File: src/rtl/row_event_packetizer.sv
// row_event_packetizer
// Stamps each granted row event with a free-running timestamp, packs it as
// {ts, xadd, yadd, pol} and buffers it in a first-word-fall-through FIFO that
// is drained over a valid/ready interface. It also throttles the row arbiter
// through arb_enable_o and issues the group refresh pulse that re-arms the
// arbiter mask.
//
// Ports:
//   clk_i, reset_i        clock; asynchronous active-high reset
//   gnt_row_i, xadd_i     registered one-hot row grant and its encoded address
//   yadd_i, polarity_i    column address and polarity, qualified by col_vld_i
//   grp_release_i         arbiter reports no masked requests left
//   arb_enable_o          enable to the row arbiter (registered)
//   refresh_o             one-cycle mask refresh pulse
//   evt_data_o/valid_o    FIFO head packet, evt_ready_i accepts it
//   fifo_full_o/empty_o   FIFO occupancy flags
//   overflow_o            sticky: an event was dropped on a full FIFO
module row_event_packetizer #(
  parameter int Lvl_ROWS    = 4,
  parameter int Lvl_ROW_ADD = 2,
  parameter int Lvl_COL_ADD = 2,
  parameter int TS_WIDTH    = 16,
  parameter int FIFO_DEPTH  = 8
) (
  input  logic                                            clk_i,
  input  logic                                            reset_i,
  input  logic [Lvl_ROWS-1:0]                             gnt_row_i,
  input  logic [Lvl_ROW_ADD-1:0]                          xadd_i,
  input  logic [Lvl_COL_ADD-1:0]                          yadd_i,
  input  logic                                            col_vld_i,
  input  logic                                            polarity_i,
  input  logic                                            grp_release_i,
  output logic                                            arb_enable_o,
  output logic                                            refresh_o,
  output logic [TS_WIDTH+Lvl_ROW_ADD+Lvl_COL_ADD+1-1:0]   evt_data_o,
  output logic                                            evt_valid_o,
  input  logic                                            evt_ready_i,
  output logic                                            fifo_full_o,
  output logic                                            fifo_empty_o,
  output logic                                            overflow_o
);

  localparam int PTR_W = $clog2(FIFO_DEPTH);
  localparam int CNT_W = PTR_W + 1;
  localparam int PKT_W = TS_WIDTH + Lvl_ROW_ADD + Lvl_COL_ADD + 1;

  typedef enum logic [1:0] {
    IDLE    = 2'd0,
    SCAN    = 2'd1,
    RELEASE = 2'd2
  } state_t;

  logic [TS_WIDTH-1:0] ts_cnt_r;
  logic [PKT_W-1:0]    mem_r [FIFO_DEPTH];
  logic [PTR_W-1:0]    wr_ptr_r;
  logic [PTR_W-1:0]    rd_ptr_r;
  logic [CNT_W-1:0]    count_r;
  logic [CNT_W-1:0]    count_next_s;
  logic                capture_s;
  logic                push_s;
  logic                pop_s;
  logic                full_s;
  logic                empty_s;
  logic [PKT_W-1:0]    pkt_s;
  logic                arb_enable_r;
  logic                overflow_r;
  state_t              state_r;
  state_t              state_next_s;

  assign capture_s = (|gnt_row_i) & col_vld_i;
  assign full_s    = (count_r == CNT_W'(FIFO_DEPTH));
  assign empty_s   = (count_r == {CNT_W{1'b0}});
  // A pop in the same cycle never makes room for a push into a full FIFO.
  assign push_s    = capture_s & ~full_s;
  assign pop_s     = ~empty_s & evt_ready_i;
  assign pkt_s     = {ts_cnt_r, xadd_i, yadd_i, polarity_i};

  // Occupancy after this edge.
  always_comb begin
    count_next_s = count_r;
    case ({push_s, pop_s})
      2'b10:   count_next_s = count_r + CNT_W'(1);
      2'b01:   count_next_s = count_r - CNT_W'(1);
      default: count_next_s = count_r;
    endcase
  end

  // Timestamp, FIFO pointers/count, arbiter enable and sticky overflow.
  always_ff @(posedge clk_i or posedge reset_i) begin
    if (reset_i) begin
      ts_cnt_r     <= {TS_WIDTH{1'b0}};
      wr_ptr_r     <= {PTR_W{1'b0}};
      rd_ptr_r     <= {PTR_W{1'b0}};
      count_r      <= {CNT_W{1'b0}};
      arb_enable_r <= 1'b1;
      overflow_r   <= 1'b0;
    end else begin
      ts_cnt_r <= ts_cnt_r + TS_WIDTH'(1);
      count_r  <= count_next_s;
      if (push_s) begin
        wr_ptr_r <= wr_ptr_r + PTR_W'(1);
      end
      if (pop_s) begin
        rd_ptr_r <= rd_ptr_r + PTR_W'(1);
      end
      // Keep one slot free for the grant already held in the arbiter register.
      arb_enable_r <= (count_next_s <= CNT_W'(FIFO_DEPTH - 2));
      if (capture_s & full_s) begin
        overflow_r <= 1'b1;
      end
    end
  end

  // FIFO storage; contents are invalidated by the pointer/count reset.
  always_ff @(posedge clk_i) begin
    if (push_s) begin
      mem_r[wr_ptr_r] <= pkt_s;
    end
  end

  // Refresh FSM state register.
  always_ff @(posedge clk_i or posedge reset_i) begin
    if (reset_i) begin
      state_r <= IDLE;
    end else begin
      state_r <= state_next_s;
    end
  end

  // Refresh FSM next state; IDLE ignores grp_release_i so no refresh happens
  // without a prior event.
  always_comb begin
    state_next_s = state_r;
    case (state_r)
      IDLE: begin
        if (push_s) state_next_s = SCAN;
        else        state_next_s = IDLE;
      end
      SCAN: begin
        if (grp_release_i & ~capture_s) state_next_s = RELEASE;
        else                            state_next_s = SCAN;
      end
      RELEASE: state_next_s = IDLE;
      default: state_next_s = IDLE;
    endcase
  end

  assign refresh_o    = (state_r == RELEASE);
  assign arb_enable_o = arb_enable_r;
  assign overflow_o   = overflow_r;
  assign fifo_full_o  = full_s;
  assign fifo_empty_o = empty_s;
  assign evt_valid_o  = ~empty_s;
  // Forced to zero when empty so the output matches its reset value.
  assign evt_data_o   = empty_s ? {PKT_W{1'b0}} : mem_r[rd_ptr_r];

endmodule

File: config.mk
export PLATFORM = sky130hd
export DESIGN_NAME = row_event_packetizer
export DESIGN_NICKNAME = d
export VERILOG_FILES = /design/src/rtl/row_event_packetizer.sv
export SDC_FILE = /design/constraint.sdc
export NUM_CORES = 1
export LEC_CHECK = 0
export CORE_MARGIN = 3
export CORE_UTILIZATION = 50
export DETAILED_ROUTE_END_ITERATION = 16
export GPL_TIMING_DRIVEN = 0
export PLACE_DENSITY = 0.76
export REMOVE_ABC_BUFFERS = 1
export SYNTH_ARGS = -nofsm -noshare
export SYNTH_HDL_FRONTEND = slang
export SYNTH_SLANG_ARGS = --single-unit
File: constraint.sdc
create_clock -name clk_i -period 4.4 [get_ports clk_i]
set_input_delay 1.1 -clock clk_i [delete_from_list [all_inputs] [get_ports clk_i]]
set_output_delay 1.1 -clock clk_i [all_outputs]
set_load 0.005 [all_outputs]
==> flow_summary.ini <==
[grt]
grt_pass1_wl_um = 23250
antenna_found_initial = 0
overflow = 0
grt_pass1_vias = 4119
track_usage_pct = 18.02
grt_max_degree = 45

[setup_path]
timing.rr.end = mem_r[0][3]$_DFFE_PP_
path_buf_inv = 2
start_kind = register
r2r_setup_slack_ps = 1390
critPathKind = reg2out
critPathSlowestCell = inv_1
r2r_cells = 7
crit_arrival_ps = 3060
slowest_delay_ps = 730
worstPathRequired_ps = 3300
crit_family = buffers and inverters
cp-end-kind = primary output
worstPathMaxFanout = 22
r2r-start = count_r[1]$_DFF_PP0_
worstPathCellList = or4_2 -> inv_1 -> clkdlybuf4s50_1

[clock_network]
cts_tree = yes
clkTransAtPathRegs_ps = 60
clock_latency_ps = 430
cts_max_level = 4
cts_root_buf = clkbuf_16
cts.sinks = 198
clockBufferDepth = 2
cts_hold_buffers = 0
postCtsSetupBuffers = 0
cts_resized = 0
numCtsBuffers = 17

[run_status]
status = completed

[power_and_ir_drop]
power_uw = 5780
power.density_mw_per_mm2 = 626.2
p_leak_uw = 0.003237
vdd_drop_max_v = 0.0004696

[layout]
area_growth_syn_to_layout_pct = 17.92
drive_above_1_share_pct = 22.03
final_area_mm2 = 0.009230
nets = 478
instances_no_fill = 683
antennaDiodeCount = 0
final_cell_mix = edfxtp_1 (168), mux4_2 (42), clkdlybuf4s50_1 (40)
final_common_cell = edfxtp_1

[logic_synthesis]
netlist_instances = 401
netlist_area_mm2 = 0.007828
synth_ff_type = edfxtp_1
yosysSeqAreaShare_pct = 74.06
yosys_warnings = 0
yosysUniqueCellTypes = 41
ys_seq_elements = 198
async_reset_ff_share_pct = 15.15
synth_edf_count = 168
syn_avg_cell_area_um2 = 19.52

[die]
die_x_um = 131.1
io_pins = 41
core_area_mm2 = 0.01526
fp-row-count = 45
die-height_um = 131.1
initial_utilization_pct = 51.30
die_area_mm2 = 0.01719

[placement]
post-dp-hpwl_um = 8873
place.port_buffers = 40
place.gp.congestion = 0.7352
dp.cells = 650
dpl_cell_area_mm2 = 0.008631

[worst_hold_path]
hp-start = state_r[1]$_DFF_PP0_
hold_depth = 1
hold_path_end = state_r[1]$_DFF_PP0_
holdCritPathClass = reg2reg

[routing]
drcViolationCount = 0
drt_iter0_markers = 385
totalWireLength_um = 14250
vias_per_cell = 5.533
drtAntennaViolNets = 0
routed-via-count = 3779
dr.pass1.iters = 5
avgRoutedWirePerCell_um = 20.86

[timing]
rsz0062_at_grt = no
setup_viol = 0
fin_tns_setup_ps = 0
fin_crit_ps = 4161
max-slew-margin-rel_pct = 35.13
slew_viol_final = 0
period_share_pct = 94.57
skew_ps = 4.755
final_hold_viol_count = 0
worstMarginPinSlew_ps = 972.0
hold_slack_ps = 459.9
timing.fmax_mhz = 240.3

[job]
maxCapViolations = 0
## metal layers
metal | part of all wire, % | track usage, %
met1 | 43 | 23.73
met2 | 52 | 29.55
met3 | 4.5 | 5.436
met4 | 1.2 | 5.134
met5 | 0 | 0
## worst max path at each step
stage                     slack, ps                     to            startpoint  cells after the start
after floorplan                 260  mem_r[0][0]$_DFFE_PP_          gnt_row_i[1]                      4
after global placement        -2360  mem_r[0][0]$_DFFE_PP_          gnt_row_i[1]                      5
after detailed placement        490  mem_r[0][0]$_DFFE_PP_          gnt_row_i[0]                      7
after CTS                       160           fifo_empty_o  count_r[1]$_DFF_PP0_                      3
after global routing             70           fifo_empty_o  count_r[1]$_DFF_PP0_                      3
final                           240           fifo_empty_o  count_r[1]$_DFF_PP0_                      3
## area by class of cell
class / count / area (µm²)
inverters: 7 / 26.28
clock buffers: 20 / 436.7
flip-flops and latches: 198 / 5803
multi-input cells: 179 / 1956
clock inverters: 12 / 135.1
well taps: 211 / 264.0
repair buffers: 56 / 609.3
fillers: 1108 / 6028
## cell usage after synthesis (2+ instances only)
cell      instances  share of area, %
a21oi_1           4              0.26
and3_1            3              0.24
buf_1             2             0.096
buf_2             6              0.38
clkbuf_1          7              0.34
dfrtp_1          29               9.3
edfxtp_1        168                64
ha_1              5              0.80
inv_1             6              0.29
mux2_2            2              0.29
mux2i_1          23               2.9
mux4_2           42                12
nand2_1          15              0.72
nand2b_1          2              0.16
nand3_1           4              0.26
nand4_1           4              0.32
nor2_1           31               1.5
nor2b_1           2              0.16
nor3_1            4              0.26
xnor2_1          17               1.9
xor2_1            5              0.56
## power breakdown
part / total (µW) / switching [µW] / leakage [µW] / internal (µW)
combinational: 1610 / 618 / 0.00101 / 996
sequential: 2670 / 368 / 0.00195 / 2300
clock: 1500 / 615 / 0.000275 / 882
total: 5780 / 1600 / 0.00324 / 4180
## registers in the layout, summed over array words and instances, names as in the netlist
register      cells
arb_enable_o      1
mem_r           168
state_r           2
wr_ptr_r          3
ts_cnt_r         16
count_r           4
rd_ptr_r          3
overflow_o        1
## stage by stage
stage	setup slack [ps]	utilization (%)
floorplan	255.3	-
global placement	-2356	55.11
detailed placement	493.5	56.56
CTS	160.1	60.31
global route	65.80	60.49
finish	238.7	60.49
## cells by family after synthesis
logic type | synth area share [%]
flip-flops | 74.06
AND/OR/NAND/NOR | 4.508
multiplexers | 15.31
buffers and inverters | 1.391
XOR/XNOR | 2.462
AO/OA/AOI/OAI | 1.471
adder cells (fa/ha/maj) | 0.7992
Power figures use the tool's default switching activity.
